[src/rtl/lsu_pkg.sv]
// Shared encodings, FSM state constants and lane helpers for the load/store unit.
package lsu_pkg;

    localparam int unsigned LANE_W = 32;

    // Access size encodings
    localparam logic [1:0] SIZE_B = 2'b00;
    localparam logic [1:0] SIZE_H = 2'b01;
    localparam logic [1:0] SIZE_W = 2'b10;

    // FSM states
    typedef logic [2:0] lsu_state_t;
    localparam lsu_state_t ST_IDLE    = 3'd0;
    localparam lsu_state_t ST_READ    = 3'd1;
    localparam lsu_state_t ST_CAPTURE = 3'd2;
    localparam lsu_state_t ST_WRITE   = 3'd3;
    localparam lsu_state_t ST_RESP    = 3'd4;

    // Pull the addressed byte/half out of a memory word and extend it to 32 bits
    function automatic logic [LANE_W-1:0] lane_extract(
        input logic [LANE_W-1:0] data,
        input logic [1:0]        size,
        input logic [1:0]        offset,
        input logic              is_unsigned
    );
        logic [7:0]        b;
        logic [15:0]       h;
        logic [LANE_W-1:0] r;
        case (offset)
            2'd0:    b = data[7:0];
            2'd1:    b = data[15:8];
            2'd2:    b = data[23:16];
            default: b = data[31:24];
        endcase
        h = offset[1] ? data[31:16] : data[15:0];
        case (size)
            SIZE_B:  r = is_unsigned ? {24'h0, b} : {{24{b[7]}}, b};
            SIZE_H:  r = is_unsigned ? {16'h0, h} : {{16{h[15]}}, h};
            default: r = data;
        endcase
        return r;
    endfunction

    // Replace the addressed byte/half of a memory word with right-justified store data
    function automatic logic [LANE_W-1:0] lane_merge(
        input logic [LANE_W-1:0] word,
        input logic [LANE_W-1:0] data,
        input logic [1:0]        size,
        input logic [1:0]        offset
    );
        logic [LANE_W-1:0] r;
        r = word;
        case (size)
            SIZE_B: begin
                case (offset)
                    2'd0:    r[7:0]   = data[7:0];
                    2'd1:    r[15:8]  = data[7:0];
                    2'd2:    r[23:16] = data[7:0];
                    default: r[31:24] = data[7:0];
                endcase
            end
            SIZE_H: begin
                if (offset[1]) r[31:16] = data[15:0];
                else           r[15:0]  = data[15:0];
            end
            default: r = data;
        endcase
        return r;
    endfunction

endpackage

[src/rtl/lsu_align.sv]
// Combinational lane logic: load extraction and sub-word store merge.
module lsu_align
    import lsu_pkg::*;
(
    input  logic [31:0] rd_word,
    input  logic [31:0] wr_data,
    input  logic [1:0]  size,
    input  logic [1:0]  offset,
    input  logic        is_unsigned,
    output logic [31:0] load_data_c,
    output logic [31:0] merge_data_c
);

    // Both lane results computed from the word currently returned by memory
    always_comb begin
        load_data_c  = lane_extract(rd_word, size, offset, is_unsigned);
        merge_data_c = lane_merge(rd_word, wr_data, size, offset);
    end

endmodule

[src/rtl/load_store_unit.sv]
// Memory-stage load/store unit in front of a word-addressed, level-sensitive data memory.
module load_store_unit
    import lsu_pkg::*;
#(
    parameter int unsigned DEPTH  = 64,
    parameter int unsigned ADDR_W = 32,
    parameter int unsigned DATA_W = 32
) (
    input  logic              clk,
    input  logic              rst_n,
    input  logic              req_valid,
    output logic              req_ready,
    input  logic              req_we,
    input  logic [1:0]        req_size,
    input  logic              req_unsigned,
    input  logic [ADDR_W-1:0] req_addr,
    input  logic [DATA_W-1:0] req_wdata,
    output logic              resp_valid,
    input  logic              resp_ready,
    output logic [DATA_W-1:0] resp_rdata,
    output logic              resp_err,
    output logic [ADDR_W-1:0] mem_addr,
    output logic              mem_read,
    output logic              mem_write,
    output logic [DATA_W-1:0] mem_wdata,
    input  logic [DATA_W-1:0] mem_rdata
);

    localparam logic [ADDR_W-1:0] DEPTH_WORDS = ADDR_W'(DEPTH);

    lsu_state_t        state_q,      state_d;
    logic              we_q,         we_d;
    logic [1:0]        size_q,       size_d;
    logic              uns_q,        uns_d;
    logic [1:0]        off_q,        off_d;
    logic [DATA_W-1:0] wdata_q,      wdata_d;
    logic              req_ready_q,  req_ready_d;
    logic              resp_valid_q, resp_valid_d;
    logic [DATA_W-1:0] resp_rdata_q, resp_rdata_d;
    logic              resp_err_q,   resp_err_d;
    logic [ADDR_W-1:0] mem_addr_q,   mem_addr_d;
    logic              mem_read_q,   mem_read_d;
    logic              mem_write_q,  mem_write_d;
    logic [DATA_W-1:0] mem_wdata_q,  mem_wdata_d;

    logic              req_err_c;
    logic [DATA_W-1:0] load_data_c;
    logic [DATA_W-1:0] merge_data_c;

    lsu_align u_align (
        .rd_word      (mem_rdata),
        .wr_data      (wdata_q),
        .size         (size_q),
        .offset       (off_q),
        .is_unsigned  (uns_q),
        .load_data_c  (load_data_c),
        .merge_data_c (merge_data_c)
    );

    // Reject illegal size, misalignment and word index beyond the memory
    always_comb begin
        req_err_c = 1'b0;
        if (req_size == 2'b11)                                  req_err_c = 1'b1;
        if (req_size == SIZE_H && req_addr[0])                  req_err_c = 1'b1;
        if (req_size == SIZE_W && (req_addr[1:0] != 2'b00))     req_err_c = 1'b1;
        if ((req_addr >> 2) >= DEPTH_WORDS)                     req_err_c = 1'b1;
    end

    // Next-state and registered-output logic
    always_comb begin
        state_d      = state_q;
        we_d         = we_q;
        size_d       = size_q;
        uns_d        = uns_q;
        off_d        = off_q;
        wdata_d      = wdata_q;
        resp_rdata_d = resp_rdata_q;
        resp_err_d   = resp_err_q;
        mem_addr_d   = mem_addr_q;
        mem_wdata_d  = mem_wdata_q;

        case (state_q)
            ST_IDLE: begin
                if (req_valid && req_ready_q) begin
                    we_d        = req_we;
                    size_d      = req_size;
                    uns_d       = req_unsigned;
                    off_d       = req_addr[1:0];
                    wdata_d     = req_wdata;
                    mem_addr_d  = req_addr >> 2;
                    mem_wdata_d = req_wdata;
                    if (req_err_c) begin
                        state_d      = ST_RESP;
                        resp_err_d   = 1'b1;
                        resp_rdata_d = '0;
                    end else if (req_we && req_size == SIZE_W) begin
                        state_d = ST_WRITE;
                    end else begin
                        state_d = ST_READ;
                    end
                end
            end
            ST_READ: begin
                state_d = ST_CAPTURE;
            end
            ST_CAPTURE: begin
                // Memory word is sampled here; only the merged write data moves outside IDLE
                if (we_q) begin
                    state_d     = ST_WRITE;
                    mem_wdata_d = merge_data_c;
                end else begin
                    state_d      = ST_RESP;
                    resp_rdata_d = load_data_c;
                    resp_err_d   = 1'b0;
                end
            end
            ST_WRITE: begin
                state_d      = ST_RESP;
                resp_rdata_d = '0;
                resp_err_d   = 1'b0;
            end
            ST_RESP: begin
                if (resp_ready) state_d = ST_IDLE;
            end
            default: begin
                state_d = ST_IDLE;
            end
        endcase

        req_ready_d  = (state_d == ST_IDLE);
        resp_valid_d = (state_d == ST_RESP);
        mem_read_d   = (state_d == ST_READ) || (state_d == ST_CAPTURE);
        mem_write_d  = (state_d == ST_WRITE);
    end

    // State and output registers; reset aborts any operation and drops mem_write at once
    always_ff @(posedge clk or negedge rst_n) begin
        if (!rst_n) begin
            state_q      <= ST_IDLE;
            we_q         <= 1'b0;
            size_q       <= 2'b00;
            uns_q        <= 1'b0;
            off_q        <= 2'b00;
            wdata_q      <= '0;
            req_ready_q  <= 1'b1;
            resp_valid_q <= 1'b0;
            resp_rdata_q <= '0;
            resp_err_q   <= 1'b0;
            mem_addr_q   <= '0;
            mem_read_q   <= 1'b0;
            mem_write_q  <= 1'b0;
            mem_wdata_q  <= '0;
        end else begin
            state_q      <= state_d;
            we_q         <= we_d;
            size_q       <= size_d;
            uns_q        <= uns_d;
            off_q        <= off_d;
            wdata_q      <= wdata_d;
            req_ready_q  <= req_ready_d;
            resp_valid_q <= resp_valid_d;
            resp_rdata_q <= resp_rdata_d;
            resp_err_q   <= resp_err_d;
            mem_addr_q   <= mem_addr_d;
            mem_read_q   <= mem_read_d;
            mem_write_q  <= mem_write_d;
            mem_wdata_q  <= mem_wdata_d;
        end
    end

    assign req_ready  = req_ready_q;
    assign resp_valid = resp_valid_q;
    assign resp_rdata = resp_rdata_q;
    assign resp_err   = resp_err_q;
    assign mem_addr   = mem_addr_q;
    assign mem_read   = mem_read_q;
    assign mem_write  = mem_write_q;
    assign mem_wdata  = mem_wdata_q;

endmodule

[config.mk]
export PLATFORM = sky130hd
export DESIGN_NAME = load_store_unit
export DESIGN_NICKNAME = d
export VERILOG_FILES = /design/src/rtl/lsu_pkg.sv /design/src/rtl/lsu_align.sv /design/src/rtl/load_store_unit.sv
export SDC_FILE = /design/constraint.sdc
export NUM_CORES = 1
export LEC_CHECK = 0
export CAP_MARGIN = 20
export CORE_MARGIN = 4
export CORE_UTILIZATION = 43
export DETAILED_ROUTE_END_ITERATION = 16
export PLACE_DENSITY = 0.86
export REMOVE_ABC_BUFFERS = 1
export SLEW_MARGIN = 20
export SYNTH_ARGS = -nofsm -noshare
export SYNTH_HDL_FRONTEND = slang
export SYNTH_SLANG_ARGS = --single-unit
[constraint.sdc]
create_clock -name clk -period 2 [get_ports clk]
set_clock_uncertainty 0.05 [all_clocks]
set_input_delay 0.3 -clock clk [delete_from_list [all_inputs] [get_ports clk]]
set_output_delay 0.3 -clock clk [all_outputs]
set_load 0.005 [all_outputs]
======== Word-level counts from Yosys, hierarchy flattened ========
Index checks and enable logic that the tools add are counted.
word-level totals
  register bits ........................... 140
  input bits .............................. 104
  output and inout port bits .............. 101
operators by class
  $lt $le $gt $ge ......................... 1
  eq/ne operators ......................... 18
  multiplexer cells ....................... 33
  reductions and logical operators ........ 16
operators with widths
  operator                                               number
  two-way mux 32 bit                                     7
  case mux 32 bit (2 select lines)                       3
  case mux 32 bit (3 select lines)                       1
  two-way mux 16 bit                                     3
  two-way mux 8 bit                                      4
  >= comparator 30 x 7 -> 1 bit (second input constant)  1
  case mux 8 bit (3 select lines)                        1
  case mux 3 bit (5 select lines)                        1
  equality test 3 x 2 -> 1 bit (second input constant)   4
  two-way mux 3 bit                                      4
  inequality test 2 bit (second input constant)          4
  two-way mux 1 bit                                      7
  equality test 2 x 1 -> 1 bit (second input constant)   3
  equality test 2 bit (second input constant)            3
  equality test 3 x 1 -> 1 bit (second input constant)   2
  equality test 3 bit (second input constant)            2
  zero test 3 bit                                        2
  logical AND 1 bit                                      4
  zero test 2 bit                                        2
  AND reduction 4 bit                                    1
  nonzero test 2 bit                                     2
  case mux 1 bit (3 select lines)                        1
  AND reduction 3 bit                                    1
  nonzero test 3 bit                                     1
  4 further kinds                                        4

======== Depth between registers and ports, before layout ========
Gate-level depths: netlist of run 1.
  depth in word-level cells ............... 10
  depth in mapped cells ................... 8

======== By module ========
From an unflattened synthesis of run 1, not the netlist that was laid out.
second synthesis, totals
  cells, all modules ...................... 867
  area total of the unflattened synthesis .. 7653.6 um^2
by module, submodules not included
  module           instances  cells an instance  area an instance (um^2)
  load_store_unit  1          616                5725.5
  lsu_align        1          251                1928.1

======== Worst setup path after synthesis of run 1 ========
No wires, ideal clock.
  path kind ............................... register to register
  start ................................... reg off_q[1]
  end ..................................... reg resp_rdata_q[28] (netlist: resp_rdata[28])
  library setup time ...................... 125 ps
  arrival ................................. 1800 ps
  required time ........................... 1825 ps
  path slack .............................. 25 ps
  stages on the path, launching flop included .. 7
  buffers on the path ..................... 1
  period minus slack after synthesis ...... 1975 ps
  cells stage by stage .................... dfrtp_1 mux4_2 a221o_1 nand2_4 buf_6 nor2_1 mux2_2
on the way
  word-level cells in the longest chain between the ends .. 6
  elaborated cells between the ends (all ways) .. 10
  classes of those cells .................. eq/ne: 2; mux: 7; reduce/logical: 1
RTL lines
  element                                            RTL line                RTL
  from (decl)                                        load_store_unit.sv:35   logic [1:0] off_q, off_d;
  from (signal assigned)                             load_store_unit.sv:143  off_q <= 2'b00;
  from (signal assigned)                             load_store_unit.sv:158  off_q <= off_d;
  equality test 2 bit, or another cell as far along  lsu_pkg.sv:29           case (offset)
  case mux 8 bit (3 select lines)                    lsu_pkg.sv:29
  two-way mux 32 bit                                 lsu_pkg.sv:37           SIZE_B: r = is_unsigned ? {24'h0, b} : {{24{b[7]}}, b};
  case mux 32 bit (2 select lines) *                 lsu_pkg.sv:36           case (size)
  two-way mux 32 bit *                               load_store_unit.sv:108  if (we_q) begin
  case mux 32 bit (3 select lines) *                 load_store_unit.sv:82   case (state_q)
  to (signal assigned)                               load_store_unit.sv:162  resp_rdata_q <= resp_rdata_d;
  to (decl)                                          load_store_unit.sv:39   logic [DATA_W-1:0] resp_rdata_q, resp_rdata_d;
Mark *: on every way between the ends. The rest lies on a longest branch, timed or not. The select of a mux whose other input is x is not followed.
A chain may end at the register's enable or synchronous reset.

======== Worst setup path in the final report of run 1 ========
  start ................................... reg off_q[1]
  end ..................................... reg resp_rdata_q[24] (netlist: resp_rdata[24])
The elaborated chain is that of the path after synthesis.

==> qor.yml, run 1 <==
run_status:
  status: "complete, but fails checks"
  violations: "setup timing"
floorplanning:
  die_area_um2: 18000
  ioPinCount: 205
  initial_core_util_pct: 44.5
  die_w_um: 134
  fp-row-count: 45
  die_height_um: 134
  coreArea_um2: 15400
drt:
  viasPerCell: 5.67
  routed_wl_mm: 22.6
  drc: 0
  avgRoutedWirePerCell_um: 20.9
  ant_nets: 0
  dr.pass1.iters: 5
  vias: 6118
  drtIter0Drc: 450
critical_path:
  slowest_delay_ns: 0.54
  worst_r2r_endpoint: "resp_rdata[24]"
  cp_slowest_cell: "mux4_2"
  reg2reg_slack_ns: -0.1
  r2r-start: "off_q[1]"
  reg2reg_depth: 5
  crit_fanout: 8
  worstPathCellList: "mux4_2, a221o_2, nand2_4, nor2_1, mux2_4"
  criticalPathCategory: "reg2reg"
  endpoint_kind: "flip-flop"
  arrival_ns: 2.35
  cp-endpoint: "resp_rdata[24]"
  cp-start-kind: "flip-flop"
  required_ns: 2.25
  crit_path_start: "off_q[1]"
yosys:
  yosysUniqueCellTypes: 45
  synth_mux_area_share_pct: 20.4
  syn-mean-instance-area_um2: 11.2
  synth_compound_area_share_pct: 15.2
  syn_area_um2: 6840
  ys_seq_elements: 140
  synthFlopType: "dfrtp_1"
  synth_top_family_by_area: "multiplexers"
  synth_fa_ha_area_share_pct: 0
  synthArstFlopShare_pct: 100
  yosysSeqAreaShare_pct: 51.2
  synth_xor_area_share_pct: 0
  yosysWarnings: 0
  yosys.area_share.simple_pct: 8.83
  synth_edf_count: 0
  synthCells: 611
sta:
  worst_pin_slew_ns: 0.680
  fmax_mhz: 477
  maxSlewViolCount: 0
  setup_violations: 18
  post-route-period-util_pct: 105
  hold_viol: 0
  period_minus_slack_ns: 2.10
  grt_setup_unrepaired: "yes"
  setup_slack_ns: -0.0969
  slew_headroom_pct: 54.4
clock_network:
  cts_buffer_depth: 2
  cts.htree.levels: 4
  clkSinkCount: 140
  clk_latency_ns: 0.42
  cts_tree: "built"
  cts.clk_slew.worst_paths_ns: 0.06
  cts_buffers: 17
  cts-root-buf: "clkbuf_16"
placed_design:
  port_buffers: 202
  gp_congestion: 0.834
  dp_hpwl_mm: 15.4
  placed_cell_area_um2: 9530
pwr:
  intPower_mw: 8.94
  switching_share_pct: 34.0
  power.switching_mw: 4.60
  comb_power_share_pct: 43.3
  ir_worst_vdd_uv: 818
  totalPowerFinal_mw: 13.5
  leakage_nw: 4.36
  clockPowerShare_pct: 22.3
  powerDensity_nw_per_um2: 1310
  seqPwrFrac_pct: 34.4
cells_and_area:
  fin_nets: 960
  fin_area_um2: 10300
  final_cell_mix: "clkdlybuf4s50_1, dfrtp_1, mux2_2"
  drive_gt1_share_pct: 26.9
  final_core_util_pct: 67.0
  final_common_cell: "clkdlybuf4s50_1"
  area_growth_pct: 50.6
grt:
  antenna_found_initial: 0
  grt_pass1_wl_mm: 35.0
  overflow: 0
  grt_pass1_vias: 6411
  grt_max_degree: 57
  grt_usage_pct: 24.7
flow_run:
  maxCapViolCount: 0
hold_path:
  min-delay-path-class: "in2async"
## state kept, by name, summed over array words and instances (netlist names), 2 cells and up
name	flops
mem_wdata	32
size_q	2
state_q	3
resp_rdata	32
mem_addr	30
wdata_q	32
off_q	2
## layer usage
| metal | vias up | wire length (µm) | track usage (%) | part of all wire [%] |
|---|---|---|---|---|
| met5 | - | 0 | 0 | 0 |
| met4 | 0 | 634 | 8.82 | 2.8 |
| met3 | 46 | 2470 | 9.60 | 11 |
| met2 | 350 | 10700 | 40.2 | 48 |
| met1 | 3002 | 8710 | 30.1 | 39 |
| li1 | 2720 | - | - | - |
## stage by stage
| step | TNS, ns | hold slack (ns) | std cells | setup slack [ns] |
|---|---|---|---|---|
| after global placement | -16.42 | 0.221 | 1041 | -0.338 |
| after global routing | -2.29 | 0.396 | 1078 | -0.140 |
| after detailed placement | -18.39 | 0.226 | 1041 | -0.395 |
| final | -0.971 | 0.358 | 1079 | -0.0969 |
| after floorplan | -406.00 | -0.0456 | 567 | -5.11 |
| after CTS | -0.847 | 0.354 | 1073 | -0.0682 |
## cells in the mapped netlist, types with 2 or more instances
master | instances | area, µm²
nand2b_1 | 12 | 75.1
nor2_1 | 51 | 191
a211oi_1 | 8 | 60.1
a21o_1 | 11 | 82.6
nor2b_1 | 4 | 25.0
a221oi_1 | 22 | 193
a221o_1 | 10 | 100
o221ai_1 | 7 | 61.3
buf_1 | 4 | 15.0
o31ai_1 | 8 | 60.1
nand2_1 | 40 | 150
buf_2 | 15 | 75.1
mux2_2 | 107 | 1200
o211ai_1 | 9 | 67.6
o22ai_1 | 2 | 12.5
nor4_1 | 7 | 43.8
o2bb2ai_1 | 8 | 70.1
a31oi_1 | 9 | 56.3
a21oi_1 | 38 | 190
nor3_1 | 5 | 25.0
o21ai_0 | 10 | 50.1
clkbuf_1 | 23 | 86.3
dfrtp_1 | 139 | 3480
mux2i_1 | 17 | 170
inv_1 | 24 | 90.1
buf_4 | 2 | 15.0
## power groups by stage
stage | Clock, mW | Sequential (mW) | Combinational, mW
final | 3.01 | 4.66 | 5.87
after global routing | 3.17 | 4.78 | 6.31
after CTS | 3.05 | 4.63 | 5.69
after detailed placement | 0 | 4.65 | 5.60
after global placement | 0 | 4.61 | 5.51
after floorplan | 0 | 4.71 | 2.40
## cell type report
class	count	area (µm²)
sequential	140	3510
inverter	24	90.1
multi-input combinational	405	3220
timing repair buffer	268	2670
clock buffer	21	450
tap	211	264
clock inverter	9	97.6
fill	1122	5060
antenna	1	2.50
## critical path: cells and delay by family, from the launching register on
| kind | cells | cell delay (ns) |
|---|---|---|
| compound gates | 1 | 0.45 |
| flops | 1 | 0.42 |
| mux | 2 | 0.80 |
| simple gates | 2 | 0.26 |
## timing repair
item,CTS,global route
hold buffers,1,0
gates resized for setup,13,22
gates cloned,1,2
pin swaps,1,3
setup endpoints to repair,38,52
hold endpoints to repair,45,0
buffers inserted,0,3
## cell families (layout without fill, tap and decap cells)
kind of cell | after synthesis | in the layout
AO/OA/AOI/OAI | 146 | 146
buffers and inverters | 69 | 322
flip-flops | 140 | 140
multiplexers | 125 | 125
other | 1 | 3
AND/OR/NAND/NOR | 130 | 132
## worst min-delay path by stage
stage                          to  slack (ns)  cells after the start
floorplan             mem_addr[0]       -0.05                      0
detailed placement  mem_wdata[12]        0.23                      1
finish              mem_wdata[12]        0.36                      2
CTS                 mem_wdata[12]        0.35                      2
global route        mem_wdata[12]        0.40                      2
global placement    mem_wdata[12]        0.22                      1
Note: power is estimated with default switching activity, not from simulation.
==> run 2: changes to the inputs <==
Settings changed: CELL_PAD_IN_SITES_DETAIL_PLACEMENT set to 0, CELL_PAD_IN_SITES_GLOBAL_PLACEMENT set to 1, CORE_UTILIZATION 43 to 33.
==> run 2 against run 1 <==
  * The flow still finishes with violations (setup timing)
  * Core utilization shrank 16 points
  * Setup slack gained 0.093 ns
  * Critical path type unchanged
  * Combinational power shrank 3.4%
==> qor.yml, run 2 (same netlist as run 1, synthesis figures left out) <==
sta:
  fmax_mhz: 499  # +4.6%
  maxSlewViolCount: 0  # unchanged
  setup_slack_ns: -0.00403  # +0.0929 ns
  worst_pin_slew_ns: 0.693  # +0.0128 ns
  slew_headroom_pct: 53.6  # -0.86 points
  grt_setup_unrepaired: "yes"
  post-route-period-util_pct: 100  # -4.6 points
  final.setup.tns_ns: -0.00549  # +0.965 ns
  period_minus_slack_ns: 2.00  # -0.0929 ns
  hold_viol: 0  # unchanged
  setup_violations: 2  # -16
grt:
  top_usage_layer: "met2"
  use_met2_pct: 30.8  # -9.5 points
  grt_usage_pct: 18.9  # -5.8 points
  grt_util_met1_pct: 23.6  # -6.4 points
  grt_pass1_wl_mm: 34.5  # -1.2%
  antenna_found_initial: 1  # +1
  globalRouteMet3Util_pct: 7.03  # -2.6 points
  overflow: 0  # unchanged
  grt_max_degree: 47  # -18%
  grt_pass1_vias: 6145  # -4.1%
drt:
  ant_nets: 0  # unchanged
  drc: 0  # unchanged
  dr.pass1.iters: 4  # -1
  viasPerCell: 5.16  # -8.9%
  drtIter0Drc: 263  # -42%
  vias: 5840  # -4.5%
  avgRoutedWirePerCell_um: 19.7  # -5.9%
  routed_wl_mm: 22.3  # -1.3%
clock_network:
  cts.htree.levels: 4  # unchanged
  cts-root-buf: "clkbuf_16"
  cts_buffer_depth: 2  # unchanged
  cts.clk_slew.worst_paths_ns: 0.06  # about the same
  clk_latency_ns: 0.43  # about the same
  cts_tree: "built"
  clkSinkCount: 140  # unchanged
  cts_buffers: 17  # unchanged
critical_path:
  arrival_ns: 2.26  # -0.09 ns
  cp_num_buf_inv: 0  # unchanged
  reg2reg_depth: 5  # unchanged
  required_ns: 2.26  # about the same
  cp_slowest_cell: "mux4_2"
  worstPathCellList: "mux4_2, a221o_1, nand2_4, nor2_1, mux2_2"
  cp-start-kind: "flip-flop"
  worst_r2r_endpoint: "resp_rdata[16]"
  r2r-start: "off_q[1]"
  crit_fanout: 17  # +9
  criticalPathCategory: "reg2reg"
  slowest_delay_ns: 0.51  # -0.03 ns
  reg2reg_slack_ns: -0.004  # +0.09 ns
  endpoint_kind: "flip-flop"
  crit_family: "multiplexers"
pwr:
  totalPowerFinal_mw: 13.6  # +0.23%
  leakage_nw: 4.32  # -0.97%
  seqPwrFrac_pct: 34.0  # -0.4 points
  comb_power_share_pct: 41.8  # -1.5 points
  switching_share_pct: 33.6  # -0.40 points
  ir_worst_vdd_uv: 769  # -5.9%
  clockPowerShare_pct: 24.2  # +1.9 points
  powerDensity_nw_per_um2: 1320  # +0.42%
  intPower_mw: 9.02  # +0.84%
  power.switching_mw: 4.55  # -0.97%
placed_design:
  placed_cells: 1097  # +5.4%
  gp_congestion: 0.838  # +0.42%
  place_ws_ns: -0.387  # +0.00768 ns
  dp_hpwl_mm: 16.2  # +4.6%
  port_buffers: 202  # unchanged
  placed_cell_area_um2: 9600  # +0.72%
flow_run:
  maxCapViolCount: 0  # unchanged
cells_and_area:
  fin_area_um2: 10300  # -0.19%
  antennaDiodeCount: 0  # -1
  fin_nets: 952  # -0.83%
  fillers: 1850  # +65%
  area_growth_pct: 50.3
  final_common_cell: "clkdlybuf4s50_1"
  stdcell_count: 1131  # +4.8%
  final_cell_mix: "clkdlybuf4s50_1, dfrtp_1, mux2_2"
  drive_gt1_share_pct: 24.9  # -2.0 points
floorplanning:
  coreArea_um2: 20300  # +32%
  ioPinCount: 205  # unchanged
  die_height_um: 152  # +13%
  fp-row-count: 52  # +16%
  die_w_um: 152  # +13%
  initial_core_util_pct: 33.7  # -11 points
  die_area_um2: 23100  # +28%
run_status:
  status: "complete, but fails checks"
  violations: "setup timing"
hold_path:
  min-delay-path-class: "in2async"
-- run 2: power by group through the flow --
stage | registers (mW) | clock network (mW) | logic, mW
2_1_floorplan | 4.71 | 0 | 2.40
3_3_place_gp | 4.61 | 0 | 5.55
3_5_place_dp | 4.66 | 0 | 5.62
4_1_cts | 4.61 | 3.36 | 5.68
5_1_grt | 4.73 | 3.48 | 6.10
6_report | 4.62 | 3.29 | 5.67
-- run 2: through the flow --
| step | utilization, % | hold slack, ns |
|---|---|---|
| floorplan | - | -0.0456 |
| global placement | 47.3 | 0.178 |
| detailed placement | 47.3 | 0.176 |
| CTS | 50.4 | 0.284 |
| global route | 50.7 | 0.313 |
| finish | 50.7 | 0.286 |
-- run 2: repair_timing --
item	CTS	global route
endpoints found under the setup margin	25	44
gates resized for setup	4	10
endpoints found under the hold margin	33	0
buffers inserted	0	1
pin swaps	3	1
hold buffers	1	0
gates cloned	0	0
-- run 2: worst max-delay path by stage --
stage,start,depth (start not counted),end
2_1_floorplan,req_ready,5,mem_wdata[0]
3_3_place_gp,mem_rdata[7],6,resp_rdata[26]
3_5_place_dp,mem_rdata[31],6,resp_rdata[16]
4_1_cts,off_q[1],5,resp_rdata[23]
5_1_grt,off_q[1],5,resp_rdata[23]
6_report,off_q[1],5,resp_rdata[16]
-- run 2: worst register-to-register path, cell delays in order, from the launching register on --
cell and delay, ns:
dfrtp_2 0.40, mux4_2 0.52, a221o_1 0.37, nand2_4 0.20
nor2_1 0.09, mux2_2 0.27
-- run 2: layer usage --
| layer | vias to the layer above | share of wire, % |
|---|---|---|
| met5 | - | 0.058 |
| met4 | 2 | 1.5 |
| met3 | 26 | 8.4 |
| li1 | 2705 | - |
| met1 | 2861 | 42 |
| met2 | 246 | 48 |
-- run 2: final cells by class --
type | count | area (µm²) | share of cell area (%)
clock buffer | 19 | 443 | 4.31
clock inverter | 13 | 166 | 1.62
inverter | 24 | 90.1 | 0.876
multi-input combinational | 403 | 3130 | 30.4
sequential | 140 | 3510 | 34.1
tap | 270 | 338 | 3.28
timing repair buffer | 262 | 2610 | 25.4
